File: src/rtl/clock_set_ctrl_if.sv
// Signal bundle between the clock set controller and the button/timebase/counter side.
// The slave modport is the controller's view; master is the surrounding datapath.
interface clock_set_ctrl_if;
    logic       EN1HZ;
    logic       SIG2HZ;
    logic       MODE;
    logic       UP;
    logic       SECEN;
    logic       SECCLR;
    logic       MINEN;
    logic       HOUREN;
    logic       TBRST;
    logic       BLANK_HOUR;
    logic       BLANK_MIN;
    logic       BLANK_SEC;
    logic [1:0] STATE;

    modport master (
        output EN1HZ, SIG2HZ, MODE, UP,
        input  SECEN, SECCLR, MINEN, HOUREN, TBRST,
        input  BLANK_HOUR, BLANK_MIN, BLANK_SEC, STATE
    );

    modport slave (
        input  EN1HZ, SIG2HZ, MODE, UP,
        output SECEN, SECCLR, MINEN, HOUREN, TBRST,
        output BLANK_HOUR, BLANK_MIN, BLANK_SEC, STATE
    );
endinterface

File: src/rtl/clock_set_ctrl.sv
// Mode and time-set sequencer for the 24-hour clock: free-run vs. manual set of
// hours/minutes/seconds, with UP auto-repeat, idle timeout and field blinking.
module clock_set_ctrl #(
    parameter int REPEAT_DELAY = 4,
    parameter int TIMEOUT      = 10
) (
    input  logic             CLK,
    input  logic             RST,
    clock_set_ctrl_if.slave  bus
);
    localparam logic [1:0] NORMAL   = 2'b00;
    localparam logic [1:0] SET_HOUR = 2'b01;
    localparam logic [1:0] SET_MIN  = 2'b10;
    localparam logic [1:0] SET_SEC  = 2'b11;

    localparam logic [3:0] REP_MAX   = 4'(REPEAT_DELAY);
    localparam logic [7:0] IDLE_LAST = 8'(TIMEOUT - 1);

    logic [1:0] state, state_nx;
    logic       mode_d, up_d, sig_d;
    logic [3:0] rep_cnt;
    logic [7:0] idle_cnt;
    logic       secclr_q, minen_q, houren_q, tbrst_q;

    logic mode_pe, up_pe, tgl, in_set, rep, inc, timeout;

    // NOTE: every always_comb output gets a default first so no path leaves it unassigned (no latch).
    always_comb begin
        mode_pe  = bus.MODE & ~mode_d;
        up_pe    = bus.UP & ~up_d;
        tgl      = bus.SIG2HZ ^ sig_d;
        in_set   = (state != NORMAL);
        rep      = tgl & bus.UP & (rep_cnt == REP_MAX);
        inc      = (up_pe | rep) & in_set & ~mode_pe;
        timeout  = in_set & bus.EN1HZ & (idle_cnt == IDLE_LAST);
        state_nx = state;
        // Timeout takes priority over MODE so a simultaneous press cannot skip past NORMAL.
        case (state)
            NORMAL:   if (mode_pe) state_nx = SET_HOUR;
            SET_HOUR: if (timeout) state_nx = NORMAL; else if (mode_pe) state_nx = SET_MIN;
            SET_MIN:  if (timeout) state_nx = NORMAL; else if (mode_pe) state_nx = SET_SEC;
            SET_SEC:  if (timeout | mode_pe) state_nx = NORMAL;
        endcase
    end

    // NOTE: sequential state uses non-blocking assignments so all registers update from pre-edge values.
    always_ff @(posedge CLK) begin
        if (RST) begin
            state    <= NORMAL;
            mode_d   <= 1'b1;   // a button held through reset must not count as a press
            up_d     <= 1'b1;
            sig_d    <= 1'b0;
            rep_cnt  <= '0;
            idle_cnt <= '0;
            secclr_q <= 1'b0;
            minen_q  <= 1'b0;
            houren_q <= 1'b0;
            tbrst_q  <= 1'b0;
        end else begin
            state    <= state_nx;
            mode_d   <= bus.MODE;
            up_d     <= bus.UP;
            sig_d    <= bus.SIG2HZ;
            houren_q <= inc & (state == SET_HOUR);
            minen_q  <= inc & (state == SET_MIN);
            secclr_q <= inc & (state == SET_SEC);
            tbrst_q  <= in_set & (state_nx == NORMAL);

            if (up_pe | ~bus.UP | ~in_set)
                rep_cnt <= '0;
            else if (tgl && rep_cnt != REP_MAX)
                rep_cnt <= rep_cnt + 4'd1;

            if (mode_pe | inc | ~in_set)
                idle_cnt <= '0;
            else if (bus.EN1HZ)
                idle_cnt <= idle_cnt + 8'd1;
        end
    end

    assign bus.STATE      = state;
    assign bus.SECEN      = bus.EN1HZ & (state == NORMAL);
    assign bus.SECCLR     = secclr_q;
    assign bus.MINEN      = minen_q;
    assign bus.HOUREN     = houren_q;
    assign bus.TBRST      = tbrst_q;
    assign bus.BLANK_HOUR = (state == SET_HOUR) & bus.SIG2HZ & ~bus.UP;
    assign bus.BLANK_MIN  = (state == SET_MIN)  & bus.SIG2HZ & ~bus.UP;
    assign bus.BLANK_SEC  = (state == SET_SEC)  & bus.SIG2HZ & ~bus.UP;
endmodule

File: src/flat_wrapper.sv
// flat-port wrapper written by rule: the top's interface ports become plain ports
module clock_set_ctrl_flat 
#(
    parameter int REPEAT_DELAY = 4,
    parameter int TIMEOUT      = 10
)
  (CLK, RST, bus_EN1HZ, bus_SIG2HZ, bus_MODE, bus_UP, bus_SECEN, bus_SECCLR, bus_MINEN, bus_HOUREN, bus_TBRST, bus_BLANK_HOUR, bus_BLANK_MIN, bus_BLANK_SEC, bus_STATE);
  clock_set_ctrl_if bus_i ();
  input  logic CLK;
  input  logic RST;
  input wire logic [$bits(bus_i.EN1HZ)-1:0] bus_EN1HZ;
  input wire logic [$bits(bus_i.SIG2HZ)-1:0] bus_SIG2HZ;
  input wire logic [$bits(bus_i.MODE)-1:0] bus_MODE;
  input wire logic [$bits(bus_i.UP)-1:0] bus_UP;
  output wire logic [$bits(bus_i.SECEN)-1:0] bus_SECEN;
  output wire logic [$bits(bus_i.SECCLR)-1:0] bus_SECCLR;
  output wire logic [$bits(bus_i.MINEN)-1:0] bus_MINEN;
  output wire logic [$bits(bus_i.HOUREN)-1:0] bus_HOUREN;
  output wire logic [$bits(bus_i.TBRST)-1:0] bus_TBRST;
  output wire logic [$bits(bus_i.BLANK_HOUR)-1:0] bus_BLANK_HOUR;
  output wire logic [$bits(bus_i.BLANK_MIN)-1:0] bus_BLANK_MIN;
  output wire logic [$bits(bus_i.BLANK_SEC)-1:0] bus_BLANK_SEC;
  output wire logic [$bits(bus_i.STATE)-1:0] bus_STATE;
  assign bus_i.EN1HZ = bus_EN1HZ;
  assign bus_i.SIG2HZ = bus_SIG2HZ;
  assign bus_i.MODE = bus_MODE;
  assign bus_i.UP = bus_UP;
  assign bus_SECEN = bus_i.SECEN;
  assign bus_SECCLR = bus_i.SECCLR;
  assign bus_MINEN = bus_i.MINEN;
  assign bus_HOUREN = bus_i.HOUREN;
  assign bus_TBRST = bus_i.TBRST;
  assign bus_BLANK_HOUR = bus_i.BLANK_HOUR;
  assign bus_BLANK_MIN = bus_i.BLANK_MIN;
  assign bus_BLANK_SEC = bus_i.BLANK_SEC;
  assign bus_STATE = bus_i.STATE;
  clock_set_ctrl #(.REPEAT_DELAY(REPEAT_DELAY), .TIMEOUT(TIMEOUT)) u_core (.CLK(CLK), .RST(RST), .bus(bus_i));
endmodule
File: config.mk
export PLATFORM = sky130hd
export DESIGN_NAME = clock_set_ctrl_flat
export DESIGN_NICKNAME = d
export VERILOG_FILES = /design/src/rtl/clock_set_ctrl_if.sv /design/src/rtl/clock_set_ctrl.sv /design/src/flat_wrapper.sv
export SDC_FILE = /design/constraint.sdc
export NUM_CORES = 1
export LEC_CHECK = 0
export CAP_MARGIN = 10
export CORE_ASPECT_RATIO = 1.25
export CORE_UTILIZATION = 53
export DETAILED_ROUTE_END_ITERATION = 8
export DONT_BUFFER_PORTS = 1
export PLACE_DENSITY = 0.71
export SLEW_MARGIN = 40
export SYNTH_ARGS = -nofsm -noshare
export SYNTH_HDL_FRONTEND = slang
export SYNTH_SLANG_ARGS = --single-unit
export TNS_END_PERCENT = 50
File: constraint.sdc
create_clock -name CLK -period 1.6 [get_ports CLK]
set_input_delay 0.08 -clock CLK [delete_from_list [all_inputs] [get_ports CLK]]
set_output_delay 0.08 -clock CLK [all_outputs]
set_load 0.01 [all_outputs]
-- After elaboration in Yosys (flattened, before gate mapping)
Cells that the tools add are included.
- bits in registers: 21
- bits of input ports: 6
- output and inout bits: 10
- logic and storage cells: 62
- add/sub/neg operators: 2
- equal/unequal tests: 6
- multiplexer cells: 7
- bitwise operators: 31
- reductions and logical operators: 6
- operators by type and width (cell ; count):
    $and 1x1->1 ; 19
    $mux 2 ; 6
    $add 8x1->8 const B ; 1
    $eq 8x4->1 const B ; 1
    $pmux 2 s4 ; 1
    $or 1x1->1 ; 6
    $not 1->1 ; 5
    $add 4x1->4 const B ; 1
    $eq 2x2->1 const B ; 2
    $eq 4x3->1 const B ; 1
    $logic_not 2->1 ; 2
    $ne 4x3->1 const B ; 1
    $reduce_or 2->1 ; 2
    $eq 2x1->1 const B ; 1
    $reduce_bool 2->1 ; 1
    $logic_and 1x1->1 ; 1
    $xor 1x1->1 ; 1

-- Longest topological paths before layout
- depth after elaboration: 9
- mapped depth: 6
- gate-level depth less buffers: 6

-- Least setup slack after synthesis
Ideal clock, no wire load.
- path type: reg-to-reg
- start: reg u_core.rep_cnt[0]
- end: reg u_core.idle_cnt[1]
- arrival: 1.458 ns
- data required time: 1.520 ns
- slack: 0.062 ns
- cell stages (with the launch flop): 7
- period minus slack after synthesis: 1.538 ns
- cell sequence: dfxtp_1 > inv_1 > ha_1 > nand3b_2 > o21ai_1 > a2111o_1 > a211oi_2
- cells in the longest elaborated chain, start to end: 8
- RTL lines (what ; RTL line ; text):
    from (decl) ; clock_set_ctrl.sv:21 ; logic [3:0] rep_cnt;
    from (signal assigned) ; clock_set_ctrl.sv:72 ; rep_cnt <= rep_cnt + 4'd1;
    $eq 4x3->1 ; clock_set_ctrl.sv:33 ; rep = tgl & bus.UP & (rep_cnt == REP_MAX);
    $and 1x1->1 ; clock_set_ctrl.sv:33 ;
    $or 1x1->1 ; clock_set_ctrl.sv:34 ; inc = (up_pe | rep) & in_set & ~mode_pe;
    $and 1x1->1 (2 in series) ; clock_set_ctrl.sv:34 ;
    $or 1x1->1 (2 in series) ; clock_set_ctrl.sv:74 ; if (mode_pe | inc | ~in_set)
    $reduce_or 2->1 (no source line) ; - ;
    to (signal assigned) ; clock_set_ctrl.sv:77 ; idle_cnt <= idle_cnt + 8'd1;
    to (decl) ; clock_set_ctrl.sv:22 ; logic [7:0] idle_cnt;
Every way passes these cells.
A chain may end at the register's enable or synchronous reset.

-- Worst setup path in the final report
Ends and elaborated chain as after synthesis.

==> flow_metrics.tcl <==
set metrics [dict create \
    status "finished clean" \
    clock_skew_ns 0.00201 \
    fin_crit_sh_pct 95.6 \
    dp_hpwl_um 1200 \
    grt_util_met2_pct 33.1 \
    portBuffers 0 \
    p_leak_uw 0.000376 \
    worst_ep_arrival_time_ns 1.75 \
    clk_path_buf_depth 2 \
    vias_per_cell 5.34 \
    drc_errors 0 \
    grt_usage_pct 20.2 \
    holdCritPathClass "in -> reg" \
    worstSetupPathType "reg -> reg" \
    crit_start "u_core.rep_cnt[0]" \
    gr-total-overflow 0 \
    hold_viol 0 \
    worst_slack_ns 0.0703 \
    clock_latency_ns 0.29 \
    fp.dieH_um 49.0 \
    fmax_ghz 0.654 \
    slew_violations 0 \
    htree_num_levels 1 \
    grt_antenna_before_repair 0 \
    setup_viol 0 \
    placed_cell_area_um2 975 \
    required_ns 1.82 \
    dpl_worst_slack_ns -0.00506 \
    endpoint_kind "flip-flop" \
    cts_tree "built" \
    die_width_um 39.6 \
    drv_cap 0 \
    synth.avg_cell_area_um2 8.94 \
    start_util_pct 58.6 \
    vdd_drop_max_v 0.000634 \
    routed_wl_um 1680 \
    grt_start_max_net_pins 12 \
    ys_types 27 \
    root_buffer "clkbuf_4" \
    core_um2 1600 \
    die_area_um2 1940 \
    num_rows 16 \
    first_iter_violations 6 \
    pin_count 16 \
    period_needed_ns 1.53 \
    final_cell_mix "22 x nor2_1, 19 x dfxtp_1, 8 x nand2_1, 8 x xor2_1" \
    antennaDiodeCount 0 \
    holdWs_ns 0.000741 \
    final_common_cell "nor2_1" \
    r2r-start "u_core.rep_cnt[0]" \
    hp-start "bus_EN1HZ" \
    yosysSeqAreaShare_pct 44.8 \
    grtUsageMet1_pct 24.6 \
    ant_nets 0 \
    design_area_um2 1070 \
    wire_per_inst_um 12.7 \
    drive_gt1_share_pct 12.2 \
    tightest_slew_ns 0.377 \
    grtUsageMet3_pct 3.65 \
    grt_pass1_wl_um 2770 \
    cts_sinks 21 \
    syn_to_final_growth_pct 13.9 \
    netlist_area_um2 938 \
    syn_inst 105 \
    final_nets 126 \
    startpoint_type "flip-flop" \
    synth_warnings 0 \
    cts-buffers-inserted 3 \
    grt_pass1_vias 665 \
    gp_congestion 0.689 \
    rsz0062_at_grt "false" \
    post-cts-setup-buffers 0 \
    synth_seq_cells 21 \
    relSlewSlack_pct 74.8 \
    drt_first_pass_iters 2 \
    dr_total_vias 710 \
    clk_pin_slew_worst_paths_ns 0.11 \
    cp_max_fo 8 \
    post-route-util_pct 66.7 \
    grt_busiest_layer "met2" \
    power_density_nw_per_um2 786 \
    synth_fp_nets 115 \
]
[registers in the layout, indices dropped and copies added (netlist names)]
signal,cells
u_core.idle_cnt,8
u_core.rep_cnt,4
u_core.bus.STATE,2
u_core.bus.HOUREN,1
u_core.bus.MINEN,1
u_core.bus.SECCLR,1
u_core.bus.TBRST,1
u_core.mode_d,1
u_core.sig_d,1
u_core.up_d,1
[cells by family after synthesis]
kind of cell,after synthesis,synth area share (%)
fa+ha+maj,4,5.33
compound gates,7,5.60
xor+xnor,13,12.1
buf+inv,5,2.13
simple gates,55,30.0
flops,21,44.8
[path summary, 6_finish.rpt]
| path | endpoint | slack, ns | cells past startpoint |
|---|---|---|---|
| setup / recovery | u_core.idle_cnt[1] | 0.07 | 6 |
| setup reg to reg | u_core.idle_cnt[1] | 0.07 | 6 |
| hold / removal | u_core.idle_cnt[2] | 0.0007 | 3 |
| hold reg to reg | u_core.rep_cnt[1] | 0.49 | 2 |
[synth_stat cells]
master	instances	area share, %
nor2_1	22	8.8
dfxtp_1	21	45
nand2_1	8	3.2
xor2_1	8	7.5
xnor2_1	5	4.7
ha_1	4	5.3
nand3_1	4	2.1
inv_1	3	1.2
nand2b_1	3	2.0
nand4_1	3	2.0
a21oi_1	2	1.1
and2_1	2	1.3
and3_1	2	1.3
nor2b_1	2	1.3
nor3_1	2	1.1
o21ai_1	2	1.1
or2_2	2	1.3
a2111o_1	1	1.2
a211oi_2	1	1.3
a31o_1	1	0.93
and4b_1	1	1.1
buf_2	1	0.53
clkbuf_1	1	0.40
nand3b_2	1	1.2
nand4bb_1	1	1.2
nor4b_1	1	0.93
nor4bb_1	1	1.1
[worst max-delay path: stages, from the launching register on]
cell	delay (ns)
dfxtp_2	0.35
inv_1	0.06
ha_2	0.20
nand3b_4	0.08
o21ai_2	0.06
a2111o_1	0.54
a211oi_2	0.17
[metal layers]
metal | part of all wire, % | up-vias
met5 | 0 | -
met1 | 45 | 328
met2 | 51 | 11
met3 | 3.2 | 2
met4 | 0.83 | 0
li1 | - | 369
[power breakdown]
group          internal (uW)  leakage [uW]  switching [uW]
combinational           30.0      0.000190            31.3
sequential               530      0.000171            4.40
clock                   96.9     0.0000150             147
[metrics by stage]
stage               TNS [ns]  std cells  power [uW]
global placement           0        124         591
global route               0        133         879
finish                     0        133         839
CTS                        0        133         850
floorplan                  0        105         589
detailed placement  -0.00506        124         593
[what timing repair did]
item                                    in CTS  in global routing
hold buffers                                 5                  0
pin swaps                                    1                  2
endpoints found under the hold margin       10                  0
gates resized for setup                      1                  4
endpoints found under the setup margin       1                  3
[final cells by class]
cell class                      instances  area (um^2)
Multi-Input combinational cell         79          513
Timing Repair Buffer                    8         72.6
Inverter                                3         11.3
Tap cell                               18         22.5
Clock buffer                            4         26.3
Fill cell                             143          533
Sequential cell                        21          423
(Power assumes the default switching activity.)
